$ cat src/rtl/ex_pkg.sv
// Shared definitions for the execute stage: opcodes, forwarding selects,
// FSM states and flag bit positions.
package ex_pkg;

  typedef enum logic [3:0] {
    OP_ADD = 4'd0,
    OP_SUB = 4'd1,
    OP_XOR = 4'd2,
    OP_AND = 4'd3,
    OP_OR  = 4'd4,
    OP_SLL = 4'd5,
    OP_SRA = 4'd6,
    OP_ROR = 4'd7,
    OP_MUL = 4'd8
  } aluop_e;

  localparam logic [1:0] FWD_SRC = 2'b00;
  localparam logic [1:0] FWD_MEM = 2'b01;
  localparam logic [1:0] FWD_WB  = 2'b10;

  typedef enum logic {
    ST_IDLE = 1'b0,
    ST_MUL  = 1'b1
  } state_e;

  localparam int FLAG_N = 2;
  localparam int FLAG_V = 1;
  localparam int FLAG_Z = 0;

endpackage

$ cat src/rtl/mul_iter.sv
// Iterative shift-add multiplier: one partial product per cycle, WIDTH steps,
// yielding the low WIDTH bits (identical for signed and unsigned operands).
module mul_iter #(
  parameter int WIDTH = 16
) (
  input  logic             clk,
  input  logic             rst,
  input  logic             i_start,
  input  logic [WIDTH-1:0] i_a,
  input  logic [WIDTH-1:0] i_b,
  output logic             o_done,
  output logic [WIDTH-1:0] o_product
);

  localparam int CW = $clog2(WIDTH);

  logic [WIDTH-1:0] r_a;
  logic [WIDTH-1:0] r_b;
  logic [WIDTH-1:0] r_acc;
  logic [CW-1:0]    r_cnt;
  logic             r_busy;

  // The first partial product is taken on the start edge, so the last one
  // lands WIDTH-1 cycles later and done is seen on the following cycle.
  always_ff @(posedge clk) begin
    if (rst) begin
      r_a    <= '0;
      r_b    <= '0;
      r_acc  <= '0;
      r_cnt  <= '0;
      r_busy <= 1'b0;
    end else if (i_start) begin
      r_a    <= i_a << 1;
      r_b    <= i_b >> 1;
      r_acc  <= i_b[0] ? i_a : '0;
      r_cnt  <= CW'(WIDTH - 1);
      r_busy <= 1'b1;
    end else if (r_busy) begin
      if (r_cnt != '0) begin
        r_acc <= r_acc + (r_b[0] ? r_a : '0);
        r_a   <= r_a << 1;
        r_b   <= r_b >> 1;
        r_cnt <= r_cnt - CW'(1);
      end else begin
        r_busy <= 1'b0;
      end
    end
  end

  assign o_done    = r_busy && (r_cnt == '0);
  assign o_product = r_acc;

endmodule

$ cat src/rtl/mod_ex_mc.sv
// Execute stage: forwarding muxes, single-cycle ALU with optional saturation,
// and an IDLE/MUL FSM that sequences the iterative multiplier.
module mod_ex_mc
  import ex_pkg::*;
#(
  parameter int WIDTH    = 16,
  parameter bit SATURATE = 1'b1
) (
  input  logic             clk,
  input  logic             rst,
  input  logic             in_valid,
  output logic             in_ready,
  input  logic [3:0]       aluop,
  input  logic             alusrc,
  input  logic             memenable,
  input  logic [1:0]       branch,
  input  logic             pcread,
  input  logic             flag_en,
  input  logic [1:0]       fwd_sel1,
  input  logic [1:0]       fwd_sel2,
  input  logic [WIDTH-1:0] fwd_mem,
  input  logic [WIDTH-1:0] fwd_wb,
  input  logic [WIDTH-1:0] src1,
  input  logic [WIDTH-1:0] src2,
  input  logic [WIDTH-1:0] imm,
  output logic             out_valid,
  output logic [WIDTH-1:0] aluout,
  output logic [2:0]       flag_out
);

  localparam int MSB = WIDTH - 1;
  localparam int SHW = $clog2(WIDTH);
  localparam logic [SHW:0] ROT_FULL = (SHW + 1)'(WIDTH);

  function automatic logic [WIDTH-1:0] fwdMux(input logic [1:0] sel,
                                               input logic [WIDTH-1:0] src,
                                               input logic [WIDTH-1:0] mem,
                                               input logic [WIDTH-1:0] wb);
    case (sel)
      FWD_SRC: return src;
      FWD_MEM: return mem;
      FWD_WB:  return wb;
      default: return wb;
    endcase
  endfunction

  function automatic logic [WIDTH-1:0] satVal(input logic neg);
    return neg ? {1'b1, {(WIDTH-1){1'b0}}} : {1'b0, {(WIDTH-1){1'b1}}};
  endfunction

  state_e           r_state;
  state_e           w_nextState;
  logic [SHW-1:0]   r_count;
  logic [WIDTH-1:0] r_aluOut;
  logic             r_outValid;
  logic [2:0]       r_flags;
  logic             r_mulFlagOk;

  logic [WIDTH-1:0] w_sel1;
  logic [WIDTH-1:0] w_sel2;
  logic [WIDTH-1:0] w_opA;
  logic [WIDTH-1:0] w_opB;
  logic [WIDTH-1:0] w_sum;
  logic [WIDTH-1:0] w_diff;
  logic [SHW-1:0]   w_shamt;
  logic [SHW:0]     w_rorAmt;
  logic [WIDTH-1:0] w_result;
  logic             w_ovf;
  logic             w_nvUpd;
  logic             w_zUpd;
  logic             w_flagOk;
  logic             w_isMul;
  logic             w_accept;
  logic             w_mulDone;
  logic             w_mulFinish;
  logic [WIDTH-1:0] w_mulProd;

  // Memory address generation uses a halfword-aligned base and a halfword
  // scaled immediate.
  assign w_sel1   = fwdMux(fwd_sel1, src1, fwd_mem, fwd_wb);
  assign w_sel2   = fwdMux(fwd_sel2, src2, fwd_mem, fwd_wb);
  assign w_opA    = memenable ? {w_sel1[MSB:1], 1'b0} : w_sel1;
  assign w_opB    = memenable ? (imm << 1) : (alusrc ? imm : w_sel2);
  assign w_sum    = w_opA + w_opB;
  assign w_diff   = w_opA - w_opB;
  assign w_shamt  = w_opB[SHW-1:0];
  assign w_rorAmt = ROT_FULL - {1'b0, w_shamt};

  assign w_flagOk = flag_en & ~branch[1] & ~branch[0] & ~pcread & ~memenable;
  assign w_isMul  = (aluop == OP_MUL);
  assign w_accept = in_valid && in_ready;

  always_comb begin
    w_result = '0;
    w_ovf    = 1'b0;
    w_nvUpd  = 1'b0;
    w_zUpd   = 1'b0;
    case (aluop)
      OP_ADD: begin
        w_ovf    = (w_opA[MSB] == w_opB[MSB]) && (w_sum[MSB] != w_opA[MSB]);
        w_result = (SATURATE && w_ovf) ? satVal(w_opA[MSB]) : w_sum;
        w_nvUpd  = 1'b1;
        w_zUpd   = 1'b1;
      end
      OP_SUB: begin
        w_ovf    = (w_opA[MSB] != w_opB[MSB]) && (w_diff[MSB] != w_opA[MSB]);
        w_result = (SATURATE && w_ovf) ? satVal(w_opA[MSB]) : w_diff;
        w_nvUpd  = 1'b1;
        w_zUpd   = 1'b1;
      end
      OP_XOR: begin w_result = w_opA ^ w_opB; w_zUpd = 1'b1; end
      OP_AND: begin w_result = w_opA & w_opB; w_zUpd = 1'b1; end
      OP_OR:  begin w_result = w_opA | w_opB; w_zUpd = 1'b1; end
      OP_SLL: begin w_result = w_opA << w_shamt; w_zUpd = 1'b1; end
      OP_SRA: begin w_result = $signed(w_opA) >>> w_shamt; w_zUpd = 1'b1; end
      OP_ROR: begin
        w_result = (w_opA >> w_shamt) | (w_opA << w_rorAmt);
        w_zUpd   = 1'b1;
      end
      default: ;
    endcase
  end

  mul_iter #(.WIDTH(WIDTH)) u_mul (
    .clk      (clk),
    .rst      (rst),
    .i_start  (w_accept && w_isMul),
    .i_a      (w_opA),
    .i_b      (w_opB),
    .o_done   (w_mulDone),
    .o_product(w_mulProd)
  );

  assign w_mulFinish = (r_state == ST_MUL) && (r_count == '0) && w_mulDone;

  always_ff @(posedge clk) begin
    if (rst) r_state <= ST_IDLE;
    else     r_state <= w_nextState;
  end

  always_comb begin
    w_nextState = r_state;
    in_ready    = 1'b0;
    case (r_state)
      ST_IDLE: begin
        in_ready = 1'b1;
        if (in_valid && w_isMul) w_nextState = ST_MUL;
      end
      ST_MUL: if (w_mulFinish) w_nextState = ST_IDLE;
    endcase
  end

  // Flag qualifiers are captured at MUL issue because the issue-side inputs
  // have moved on by the time the product is written.
  always_ff @(posedge clk) begin
    if (rst) begin
      r_count     <= '0;
      r_aluOut    <= '0;
      r_outValid  <= 1'b0;
      r_flags     <= 3'b000;
      r_mulFlagOk <= 1'b0;
    end else begin
      r_outValid <= 1'b0;
      if (r_state == ST_IDLE) begin
        if (w_accept && w_isMul) begin
          r_count     <= SHW'(WIDTH - 1);
          r_mulFlagOk <= w_flagOk;
        end else if (w_accept) begin
          r_aluOut   <= w_result;
          r_outValid <= 1'b1;
          if (w_flagOk && w_nvUpd) begin
            r_flags[FLAG_N] <= w_result[MSB];
            r_flags[FLAG_V] <= w_ovf;
          end
          if (w_flagOk && w_zUpd) r_flags[FLAG_Z] <= (w_result == '0);
        end
      end else if (w_mulFinish) begin
        r_aluOut   <= w_mulProd;
        r_outValid <= 1'b1;
        if (r_mulFlagOk) r_flags[FLAG_Z] <= (w_mulProd == '0);
      end else if (r_count != '0) begin
        r_count <= r_count - SHW'(1);
      end
    end
  end

  assign out_valid = r_outValid;
  assign aluout    = r_aluOut;
  assign flag_out  = r_flags;

endmodule

$ cat config.mk
export PLATFORM = sky130hd
export DESIGN_NAME = mod_ex_mc
export DESIGN_NICKNAME = d
export VERILOG_FILES = /design/src/rtl/ex_pkg.sv /design/src/rtl/mul_iter.sv /design/src/rtl/mod_ex_mc.sv
export SDC_FILE = /design/constraint.sdc
export NUM_CORES = 1
export LEC_CHECK = 0
export CORE_ASPECT_RATIO = 1.4
export CORE_MARGIN = 2
export CORE_UTILIZATION = 45
export CTS_CLUSTER_DIAMETER = 120
export DETAILED_ROUTE_END_ITERATION = 16
export GPL_TIMING_DRIVEN = 0
export PLACE_DENSITY = 0.63
export SLEW_MARGIN = 5
export SYNTH_ARGS = -nofsm -noshare
export SYNTH_HDL_FRONTEND = slang
export SYNTH_SLANG_ARGS = --single-unit
$ cat constraint.sdc
create_clock -name clk -period 16.7 [get_ports clk]
set_input_delay 1.67 -clock clk [delete_from_list [all_inputs] [get_ports clk]]
set_output_delay 1.67 -clock clk [all_outputs]
set_load 0.005 [all_outputs]
==> results.cfg <==
[logic_synthesis]
ys_warn_count = 0
synth_top_area_share_pct = 14.9
yosysTopAreaCell = dfxtp_1
ys_seq_elements = 77
synth_simple_gate_area_share_pct = 25.6
synth_top_family_by_area = compound AO/OA/AOI/OAI gates
avgSynthCellArea_sq_um = 6.98
synth_compound_area_share_pct = 30.7
ys_types = 84
synth_xor_area_share_pct = 2.62
syn_area_sq_mm = 0.0103
seq_area_frac_synth_pct = 14.9
async_flop_share_pct = 0
syn_inst = 1482
synth_area_leaders = dfxtp_1 15%, ha_1 8.6%, mux2i_1 7.6%
synth_edf_count = 0
synth_fa_ha_area_share_pct = 9.36
synth_mux_area_share_pct = 10.1
ys.flop_type = dfxtp_1
synth_fp_nets = 1654

[worst_setup_path]
cp_slowest_stage_delay_ns = 0.80
crit_type = in2reg
start_kind = primary input
path_delay_family = compound AO/OA/AOI/OAI gates
critPathMaxFanout = 11
cp_num_buf_inv = 6
crit_required_ns = 16.94
cp-end-kind = flip-flop
worstPathArrival_ns = 11.39
cp_slowest_cell = a211oi_1

[clocking]
cts.htree.levels = 3
cts_resized = 0
cts_inserted_buffers = 9
cts.path.max_buffers = 2
cts_tree = yes
clock-sinks = 77
postCtsSetupRepairBufs = 0
clk_root_buffer_cell = clkbuf_16
clk_latency_ns = 0.34
cts_hold_buffers = 0
clkSlewWorstSetupHoldPaths_ns = 0.06

[detailed_routing]
finalWirelength_microns = 54200
ant_nets = 0
avgRoutedWirePerCell_microns = 28.3
vias = 12900
vias_per_cell = 6.72
drt_iter0_drc = 1327
drt_first_pass_iters = 5
drc = 0

[timing]
rsz0062_at_grt = no
worstMarginPinSlew_ns = 1.38
finalSetupTns_ns = 0
period_needed_ns = 11.15
max_freq_mhz = 89.7
finalHoldViolations = 0
maxSlewViolCount = 0
fin_worst_skew_ns = 0.00533
relSlewSlack_pct = 7.14
setup_violations = 0
finalCritPeriodShare_pct = 66.7

[finish]
syn2layout_area_growth_pct = 17.6
drive_gt1_share_pct = 4.40
regArea_sq_mm = 0.00154
multi_input_area_sq_mm = 0.00812
layout_commonest_cell = nand2_1
final_cell_mix = 204 x nand2_1, 148 x nor2_1, 117 x a21oi_1, 113 x clkdlybuf4s50_1, 80 x clkbuf_1
fillers = 2320
layout.nets = 1779

[power]
p_seq_share_pct = 23.5
cellPowerDensity_mw_per_mm2 = 68.1
combPwrFrac_pct = 53.6
p_total_uw = 828
p_clk_share_pct = 22.9
power.share.switching_pct = 46.1
p_sw_uw = 382
p_leak_nw = 4.71
ir_drop_mv = 0.0972
intPower_uw = 446

[outcome]
status = finished, final reports clean

[global_route]
grt_pass1_wl_microns = 79300
antenna_found_initial = 3
grt_max_degree = 14
first_global_vias = 12500
gr-total-overflow = 0
gr-usage-all-layers_pct = 43.9

[floorplan]
start_util_pct = 45.9
dieArea_sq_mm = 0.0242
rows = 65
pin_count = 118
design.core.area_sq_mm = 0.0225
fp.dieW_microns = 132
fp.dieH_microns = 183

[place]
port_buffers = 113
hpwl_microns = 42800
place.gp.congestion = 1.11

[worst_hold_path]
hp-class = reg2reg

[flow_run]
cap_violations = 0
[cell type report]
class	count	share of cell area (%)
timing repair buffer	114	9.36
antenna	2	0.0412
buffer	106	3.63
inverter	64	2.08
clock inverter	5	0.288
sequential	77	12.7
clock buffer	11	2.08
multi-input combinational	1235	66.7
tap	301	3.10
[cells in the mapped netlist, types with 7 or more instances]
| library cell | n |
|---|---|
| dfxtp_1 | 77 |
| nand4_1 | 9 |
| inv_1 | 58 |
| xnor2_1 | 20 |
| a21oi_1 | 117 |
| o31ai_1 | 10 |
| mux2i_1 | 79 |
| a31oi_1 | 14 |
| nand3_1 | 40 |
| o21a_1 | 14 |
| mux2_2 | 7 |
| xor2_1 | 11 |
| mux4_2 | 7 |
| o221ai_1 | 13 |
| and2_1 | 24 |
| nand2_1 | 204 |
| ha_1 | 71 |
| a211oi_1 | 32 |
| clkbuf_1 | 80 |
| o21ai_1 | 15 |
| a21o_1 | 14 |
| nor2b_1 | 22 |
| nor2_1 | 148 |
| a311oi_1 | 37 |
| o211ai_1 | 27 |
| or3_1 | 11 |
| o22ai_1 | 9 |
| nor3_1 | 37 |
| nor4_1 | 9 |
| o2111ai_1 | 9 |
| and3_1 | 9 |
| o21ai_0 | 73 |
| buf_1 | 10 |
| buf_2 | 13 |
| nand2b_1 | 17 |
| a221oi_1 | 11 |
[per-layer routing]
layer | share of wire, % | global-route usage, % | up-vias
met2 | 45 | 72.5 | 809
met1 | 35 | 46.2 | 6036
met3 | 9.1 | 11.5 | 312
met4 | 11 | 38.8 | 0
met5 | 0 | 0 | -
li1 | - | - | 5710
[tightest hold or removal path, cell delays in order (launching register included)]
cell and delay [ns]:
dfxtp_1 0.30, nand2_1 0.05, a21oi_1 0.05
[path summary, 6_finish.rpt]
| path | cells past startpoint | slack (ns) | startpoint | to |
|---|---|---|---|---|
| setup / recovery | 27 | 5.55 | alusrc | flag_out[0]$_SDFFE_PP0P_ |
| hold / removal | 2 | 0.45 | aluout[7]$_SDFFE_PP0P_ | aluout[7]$_SDFFE_PP0P_ |
| setup reg to reg | 9 | 13.46 | r_state$_SDFF_PP0_ | u_mul.r_b[4]$_SDFFE_PP0P_ |
| hold reg to reg | 2 | 0.45 | aluout[7]$_SDFFE_PP0P_ | aluout[7]$_SDFFE_PP0P_ |
[per-stage QoR]
step	setup slack [ns]	utilization [%]	cells	hold slack (ns)	area [sq um]
final	5.55	54.0	1915	0.451	12200
after global routing	5.20	54.0	1913	0.470	12200
after CTS	6.33	53.9	1913	0.453	12100
after detailed placement	6.03	52.6	1897	0.445	11900
after global placement	5.93	52.6	1896	0.446	11900
after floorplan	8.92	-	1482	0.444	10300
[power groups by stage]
stage | Combinational (mW) | Sequential [mW] | Clock, mW
6_report | 0.443 | 0.195 | 0.190
2_1_floorplan | 0.253 | 0.197 | 0
3_5_place_dp | 0.415 | 0.198 | 0
4_1_cts | 0.417 | 0.194 | 0.189
3_3_place_gp | 0.415 | 0.198 | 0
5_1_grt | 0.462 | 0.195 | 0.196
[state kept, by name, summed over array words and instances (netlist names)]
register	cells
aluout	16
flag_out	3
out_valid	1
r_count	4
r_mulFlagOk	1
r_state	1
u_mul.o_product	16
u_mul.r_a	15
u_mul.r_b	15
u_mul.r_busy	1
u_mul.r_cnt	4
[logic make-up after synthesis]
logic type,after synthesis
AO/OA/AOI/OAI,467
XOR/XNOR,31
adder cells (fa/ha/maj),75
buffers and inverters,170
multiplexers,94
flip-flops,77
AND/OR/NAND/NOR,568
Note: power is estimated with default switching activity, not from simulation.
